===== src/rtl/multicycle_ctrl.sv =====
// Multi-cycle RV32I control FSM: fetches one instruction at a time, decodes it and
// sequences the shared ALU, load/store handshake and register-file/PC write strobes.
module multicycle_ctrl #(
  parameter bit RESET_HALTED = 1'b0
) (
  input  logic        clk,
  input  logic        rst,
  input  logic        start,
  output logic        ifu_req_valid,
  input  logic        ifu_req_ready,
  input  logic        ifu_resp_valid,
  input  logic [31:0] inst,
  input  logic [31:0] alu_result,
  output logic        ASel,
  output logic        BSel,
  output logic [3:0]  ALUOp,
  output logic        IsSigned,
  output logic [31:0] imm,
  output logic [4:0]  rs1_addr,
  output logic [4:0]  rs2_addr,
  output logic [4:0]  rd_addr,
  output logic        mem_req_valid,
  input  logic        mem_req_ready,
  output logic        mem_we,
  output logic [1:0]  mem_size,
  output logic        mem_unsigned,
  input  logic        mem_resp_valid,
  output logic        rf_we,
  output logic [1:0]  wb_sel,
  output logic        pc_we,
  output logic        pc_src,
  output logic        halt,
  output logic        illegal,
  output logic [3:0]  dbg_state
);

  typedef enum logic [3:0] {
    S_FETCH, S_WAIT_INST, S_DECODE, S_EXEC, S_BR_TGT,
    S_MEM_REQ, S_MEM_WAIT, S_WB, S_HALT
  } state_t;

  typedef enum logic [2:0] {
    CLS_ALU, CLS_LOAD, CLS_STORE, CLS_BRANCH, CLS_JUMP
  } cls_t;

  localparam logic [3:0] ALU_ADD = 4'd0, ALU_SUB = 4'd1, ALU_AND = 4'd2, ALU_OR = 4'd3,
                         ALU_XOR = 4'd4, ALU_SHIFL = 4'd5, ALU_SHIFR = 4'd6,
                         ALU_SLT = 4'd7, ALU_PASS = 4'd8;

  localparam logic [6:0] OPC_OP = 7'h33, OPC_OPIMM = 7'h13, OPC_LUI = 7'h37,
                         OPC_AUIPC = 7'h17, OPC_BRANCH = 7'h63, OPC_JAL = 7'h6F,
                         OPC_JALR = 7'h67, OPC_LOAD = 7'h03, OPC_STORE = 7'h23,
                         OPC_SYSTEM = 7'h73;

  state_t      r_state, w_next;
  cls_t        r_cls, w_cls;
  logic [31:0] r_inst, r_imm, w_imm;
  logic [3:0]  r_alu_op, w_op;
  logic        r_asel, r_bsel, r_signed, r_taken, r_halt, r_illegal;
  logic        w_asel, w_bsel, w_signed, w_ebreak, w_bad, w_taken;
  logic [6:0]  w_opcode;
  logic [2:0]  w_funct3;
  logic [31:0] w_imm_i, w_imm_s, w_imm_b, w_imm_u, w_imm_j;

  assign w_opcode = r_inst[6:0];
  assign w_funct3 = r_inst[14:12];
  assign w_imm_i  = {{20{r_inst[31]}}, r_inst[31:20]};
  assign w_imm_s  = {{20{r_inst[31]}}, r_inst[31:25], r_inst[11:7]};
  assign w_imm_b  = {{19{r_inst[31]}}, r_inst[31], r_inst[7], r_inst[30:25], r_inst[11:8], 1'b0};
  assign w_imm_u  = {r_inst[31:12], 12'd0};
  assign w_imm_j  = {{11{r_inst[31]}}, r_inst[31], r_inst[19:12], r_inst[20], r_inst[30:21], 1'b0};

  // BEQ/BNE test SUB==0; the ordered compares test the SLT bit; funct3[0] inverts.
  assign w_taken = r_inst[14] ? (alu_result[0] ^ r_inst[12])
                              : ((alu_result == 32'd0) ^ r_inst[12]);

  always_comb begin
    w_op     = ALU_ADD;
    w_asel   = 1'b0;
    w_bsel   = 1'b0;
    w_signed = 1'b0;
    w_imm    = 32'd0;
    w_cls    = CLS_ALU;
    w_ebreak = 1'b0;
    w_bad    = 1'b0;
    case (w_opcode)
      OPC_OP, OPC_OPIMM: begin
        w_bsel = (w_opcode == OPC_OPIMM);
        w_imm  = (w_opcode == OPC_OPIMM) ? w_imm_i : 32'd0;
        case (w_funct3)
          3'b000:  w_op = (w_opcode == OPC_OP && r_inst[30]) ? ALU_SUB : ALU_ADD;
          3'b001:  w_op = ALU_SHIFL;
          3'b010:  begin w_op = ALU_SLT; w_signed = 1'b1; end
          3'b011:  w_op = ALU_SLT;
          3'b100:  w_op = ALU_XOR;
          3'b101:  begin w_op = ALU_SHIFR; w_signed = r_inst[30]; end
          3'b110:  w_op = ALU_OR;
          default: w_op = ALU_AND;
        endcase
      end
      OPC_LUI:    begin w_op = ALU_PASS; w_bsel = 1'b1; w_imm = w_imm_u; end
      OPC_AUIPC:  begin w_asel = 1'b1; w_bsel = 1'b1; w_imm = w_imm_u; end
      OPC_BRANCH: begin
        w_cls    = CLS_BRANCH;
        w_imm    = w_imm_b;
        w_op     = w_funct3[2] ? ALU_SLT : ALU_SUB;
        w_signed = w_funct3[2] & ~w_funct3[1];
      end
      OPC_JAL:    begin w_cls = CLS_JUMP; w_asel = 1'b1; w_bsel = 1'b1; w_imm = w_imm_j; end
      OPC_JALR:   begin w_cls = CLS_JUMP; w_bsel = 1'b1; w_imm = w_imm_i; end
      OPC_LOAD:   begin w_cls = CLS_LOAD; w_bsel = 1'b1; w_imm = w_imm_i; end
      OPC_STORE:  begin w_cls = CLS_STORE; w_bsel = 1'b1; w_imm = w_imm_s; end
      OPC_SYSTEM: begin
        if (r_inst == 32'h0010_0073) w_ebreak = 1'b1;
        else                         w_bad    = 1'b1;
      end
      default:    w_bad = 1'b1;
    endcase
  end

  always_ff @(posedge clk or posedge rst) begin
    if (rst) r_state <= RESET_HALTED ? S_HALT : S_FETCH;
    else     r_state <= w_next;
  end

  // Handshakes: a transfer happens on a posedge where the FSM's valid and the
  // partner's ready/valid are both high; a request stays up until accepted.
  always_comb begin
    w_next        = r_state;
    ifu_req_valid = 1'b0;
    mem_req_valid = 1'b0;
    mem_we        = 1'b0;
    rf_we         = 1'b0;
    pc_we         = 1'b0;
    wb_sel        = 2'd0;
    pc_src        = 1'b0;
    case (r_state)
      S_FETCH: begin
        ifu_req_valid = 1'b1;
        if (ifu_req_ready) w_next = S_WAIT_INST;
      end
      S_WAIT_INST: if (ifu_resp_valid) w_next = S_DECODE;
      S_DECODE:    w_next = (w_ebreak || w_bad) ? S_HALT : S_EXEC;
      S_EXEC: begin
        case (r_cls)
          CLS_BRANCH:          w_next = S_BR_TGT;
          CLS_LOAD, CLS_STORE: w_next = S_MEM_REQ;
          default:             w_next = S_WB;
        endcase
      end
      S_BR_TGT: w_next = S_WB;
      S_MEM_REQ: begin
        mem_req_valid = 1'b1;
        mem_we        = (r_cls == CLS_STORE);
        if (mem_req_ready) w_next = S_MEM_WAIT;
      end
      S_MEM_WAIT: if (mem_resp_valid) w_next = S_WB;
      S_WB: begin
        pc_we  = 1'b1;
        w_next = S_FETCH;
        case (r_cls)
          CLS_ALU:    rf_we = 1'b1;
          CLS_LOAD:   begin rf_we = 1'b1; wb_sel = 2'd1; end
          CLS_BRANCH: pc_src = r_taken;
          CLS_JUMP:   begin rf_we = 1'b1; wb_sel = 2'd2; pc_src = 1'b1; end
          default:    rf_we = 1'b0;
        endcase
        if (rd_addr == 5'd0) rf_we = 1'b0;
      end
      S_HALT: if (RESET_HALTED && start && !r_halt && !r_illegal) w_next = S_FETCH;
      default: w_next = S_FETCH;
    endcase
    // Strobes drop the moment reset rises, before the async state reset lands.
    if (rst) begin
      ifu_req_valid = 1'b0;
      mem_req_valid = 1'b0;
      mem_we        = 1'b0;
      rf_we         = 1'b0;
      pc_we         = 1'b0;
    end
  end

  always_ff @(posedge clk or posedge rst) begin
    if (rst) begin
      r_inst    <= 32'h0000_0013;
      r_imm     <= 32'd0;
      r_alu_op  <= ALU_ADD;
      r_asel    <= 1'b0;
      r_bsel    <= 1'b0;
      r_signed  <= 1'b0;
      r_cls     <= CLS_ALU;
      r_taken   <= 1'b0;
      r_halt    <= 1'b0;
      r_illegal <= 1'b0;
    end else begin
      case (r_state)
        S_WAIT_INST: if (ifu_resp_valid) r_inst <= inst;
        S_DECODE: begin
          r_alu_op  <= w_op;
          r_asel    <= w_asel;
          r_bsel    <= w_bsel;
          r_signed  <= w_signed;
          r_imm     <= w_imm;
          r_cls     <= w_cls;
          r_halt    <= w_ebreak;
          r_illegal <= w_bad;
        end
        S_EXEC: if (r_cls == CLS_BRANCH) begin
          // Compare result is consumed here; the ALU is then retargeted to PC+imm.
          r_taken  <= w_taken;
          r_alu_op <= ALU_ADD;
          r_asel   <= 1'b1;
          r_bsel   <= 1'b1;
        end
        default: ;
      endcase
    end
  end

  assign ASel         = r_asel;
  assign BSel         = r_bsel;
  assign ALUOp        = r_alu_op;
  assign IsSigned     = r_signed;
  assign imm          = r_imm;
  assign rs1_addr     = r_inst[19:15];
  assign rs2_addr     = r_inst[24:20];
  assign rd_addr      = r_inst[11:7];
  assign mem_size     = r_inst[13:12];
  assign mem_unsigned = r_inst[14];
  assign halt         = r_halt;
  assign illegal      = r_illegal;
  assign dbg_state    = r_state;

endmodule


===== config.mk =====
export PLATFORM = sky130hd
export DESIGN_NAME = multicycle_ctrl
export DESIGN_NICKNAME = d
export VERILOG_FILES = /design/src/rtl/multicycle_ctrl.sv
export SDC_FILE = /design/constraint.sdc
export NUM_CORES = 1
export LEC_CHECK = 0
export ABC_AREA = 1
export BUFFER_PORTS_ARGS = -buffer_cell sky130_fd_sc_hd__buf_4
export CAP_MARGIN = 0
export CORE_ASPECT_RATIO = 1.75
export CORE_UTILIZATION = 30
export CTS_CLUSTER_DIAMETER = 40
export DETAILED_ROUTE_END_ITERATION = 7
export PLACE_DENSITY_LB_ADDON = 0.05
export REMOVE_ABC_BUFFERS = 1
export SKIP_LAST_GASP = 1
export SYNTH_ARGS = -nofsm -noshare
export SYNTH_HDL_FRONTEND = slang
export SYNTH_SLANG_ARGS = --single-unit

===== constraint.sdc =====
create_clock -name clk -period 3 [get_ports clk]
set_clock_uncertainty 0.15 [all_clocks]
set_input_delay 0.45 -clock clk [delete_from_list [all_inputs] [get_ports clk]]
set_output_delay 0.45 -clock clk [all_outputs]
set_load 0.01 [all_outputs]

==> summary.txt <==
Run status
  – Status: completed

Synth
  – Mapped Cells: 555
  – Post-synthesis mux area share: 1.84%
  – FF+latch count, synth: 81
  – Area leader, netlist: dfrtp_1
  – Seq/Total Area, Yosys: 47.5%
  – Largest family of logic cells by synthesized area: simple AND/OR/NAND/NOR gates
  – Adder-cell share of the synthesized area: 0%
  – Async SR Flop Fraction: 100%
  – Top post-synthesis cells by area: dfrtp_1 46%, nand2_1 18%, o21ai_0 4.9%
  – Top cell type's share of synthesized area: 45.6%
  – Xor-xnor portion of the synthesized cell area: 0%
  – Syn. warnings: 0
  – Synthesized cell area: 4280 sq um
  – Post-synthesis simple-gate area fraction: 32.8%
  – Top FF cell, synth: dfrtp_1
  – Post-synth EDFFs: 0
  – Post-synthesis compound-gate area fraction: 7.87%
  – Post-synth cell types: 37
  – Syn_area_per_cell: 7.71 sq um

Setup path
  – Crit path cell chain: inv_1, nor2_1, inv_1, nor3_1, inv_1, nor3_1, buf_4
  – Crit Path Class: flop to output port
  – Crit-path slowest cell: dfrtp_1
  – Worst EP arrival: 1.68 ns
  – Max FO, Critical Path: 4
  – Reg2reg path depth: 7
  – Crit path capture type: output port
  – R2R Path End: ALUOp[3]
  – Slowest stage delay, CP: 0.40 ns
  – CP Launch Type: flop
  – CP Data Required Time: 2.40 ns
  – Cell repeated most along the worst path: inv_1
  – Reg2reg start: dbg_state[0]
  – R2r setup slk: 0.91 ns

Timing
  – Final min period: 2.28 ns
  – Max-slew violation count: 0
  – Max_slew headroom: 43.9%
  – RSZ-0062 raised after global routing: no
  – # setup viols final: 0
  – Worst-Margin Slew: 0.840 ns
  – Endpoints failing hold: 0
  – Fmax: 439 MHz
  – Fin worst setup slack: 0.724 ns
  – Final hold slack: 0.163 ns
  – Fin crit share: 75.9%

Floorplanning
  – Die Wd: 92.3 microns
  – Die area: 14,800 sq um
  – Starting Density: 30.8%
  – Rows: 57
  – Core box area: 13,900 sq um
  – Boundary Pins: 142
  – Die span in y: 160 microns

Clock tree
  – Clock Path Buffers: 2
  – Clock root buffer: clkbuf_16
  – Clock sink total: 81
  – Post CTS Setup Buffer Count: 0
  – Worst-path clk slew: 0.06 ns
  – CTS tree: built
  – Worst skew pair latency: 0.34 ns
  – CTS Buf Count: 9
  – Htree depth: 3

Global routing
  – Grt total ovfl: 0
  – First-pass GRT wire length: 20.3 mm
  – Initial antenna violation count: 0
  – Largest net degree at the start of global routing: 58
  – Overall routing resource usage: 17.7%
  – Vias in the first global route: 4,078

Drt
  – Vias/cell: 4.61
  – # DRC: 0
  – WL final: 12.5 mm
  – Routed len/inst: 14.6 microns
  – Remaining antenna violation count: 0
  – Total number of vias: 3,956
  – Iter 0 DRT Violations: 120
  – Pre-Repair DR Iteration Count: 4

Worst hold path
  – Hold Path End: r_inst[23]
  – Hold_sp: inst[23]
  – Hold Path Class: input port to flop
  – Hold depth: 3

Final layout
  – Most frequent cells in the layout: 200 x nand2_1, 142 x buf_4, 78 x dfrtp_1, 44 x nor2_1, 42 x o21ai_0
  – Area delta synth->final: 32.9%
  – Most common cell after layout, fill and taps aside: nand2_1
  – Diodes inserted: 0
  – Nets: 748
  – Layout cells sized above 1: 31.1%

Power and ir drop
  – Maximum vdd drop: 0.000343 V
  – Pleak: 3.06 nW
  – P per Cell Area: 865 nW/um^2

Placed design
  – Dpl ws: 0.882 ns
  – I/O Buffers: 140
  – RD Place Congestion: 0.802
  – Estimated wirelength of the detail-placed design: 9.19 mm

Job
  – Max-cap violations: 0
[where the power goes]
part	total [mW]	internal (mW)	switching, mW
Combinational	1.97	0.829	1.14
Clock	1.05	0.605	0.449
Sequential	1.89	1.51	0.384
Total	4.92	2.94	1.98
[state kept, by name (all words and copies together), names as in the netlist]
| signal | cells |
|---|---|
| ASel | 1 |
| dbg_state | 4 |
| halt | 1 |
| BSel | 1 |
| IsSigned | 1 |
| r_inst | 32 |
| r_taken | 1 |
| r_cls | 3 |
| imm | 32 |
| ALUOp | 4 |
| illegal | 1 |
[routing by layer]
metal	global-route usage, %	up-vias	share of wire (%)
met4	5.68	0	1.1
li1	-	1981	-
met5	0	-	0
met2	33.3	115	54
met1	19.4	1849	40
met3	3.52	11	5.3
[kinds of logic after synthesis]
logic type             Yosys count
AOI/OAI and AO/OA               61
buffers and inverters           86
DFF                             81
and+or+nand+nor                320
muxes                            7
[layout make-up]
| cell class | instances | area [sq um] |
|---|---|---|
| clock buffer | 12 | 256 |
| clock inverter | 4 | 27.5 |
| fill | 1498 | 8220 |
| inverter | 52 | 206 |
| multi-input combinational | 388 | 1830 |
| sequential | 81 | 2030 |
| tap | 177 | 221 |
| timing repair buffer | 145 | 1120 |
[worst max-delay path, delay by kind of cell, from the launching register on]
kind | cells | cell delay (ns)
buffers and inverters | 4 | 0.41
flip-flops | 1 | 0.40
AND/OR/NAND/NOR | 3 | 0.52
[cell usage after synthesis (all sizes together) (2+ instances only)]
library cell  instances
nor2                 51
o21ai                44
a31oi                 2
nor3                 11
mux2                  7
a21oi                 6
o22ai                 4
clkbuf                8
dfrtp                78
nand3                32
inv                  51
nand2               219
buf                  26
nand4                 4
dfstp                 3
[worst max-delay path by stage]
stage / cells past startpoint / startpoint / endpoint
floorplan: 7 / dbg_state[2] / ALUOp[3]
global placement: 7 / dbg_state[0] / ALUOp[3]
detailed placement: 7 / dbg_state[0] / ALUOp[3]
CTS: 7 / dbg_state[2] / mem_we
global route: 7 / dbg_state[2] / mem_we
finish: 7 / dbg_state[2] / mem_we
[through the flow]
stage               setup TNS (ns)  std cells  total power [mW]  utilization (%)  instance area [sq um]
floorplan                    -1.23        521              2.94                -                   4050
global placement                 0        842              3.90             38.8                   5390
detailed placement               0        842              3.93             38.8                   5390
CTS                              0        859              5.01             40.9                   5690
global route                     0        859              5.29             40.9                   5690
finish                           0        859              4.92             40.9                   5690
[what timing repair did]
action | 4_1_cts | 5_1_grt
hold endpoints to repair | 19 | 0
hold buffers | 1 | 0
resized for setup | 0 | 0
(Power assumes the default switching activity.)
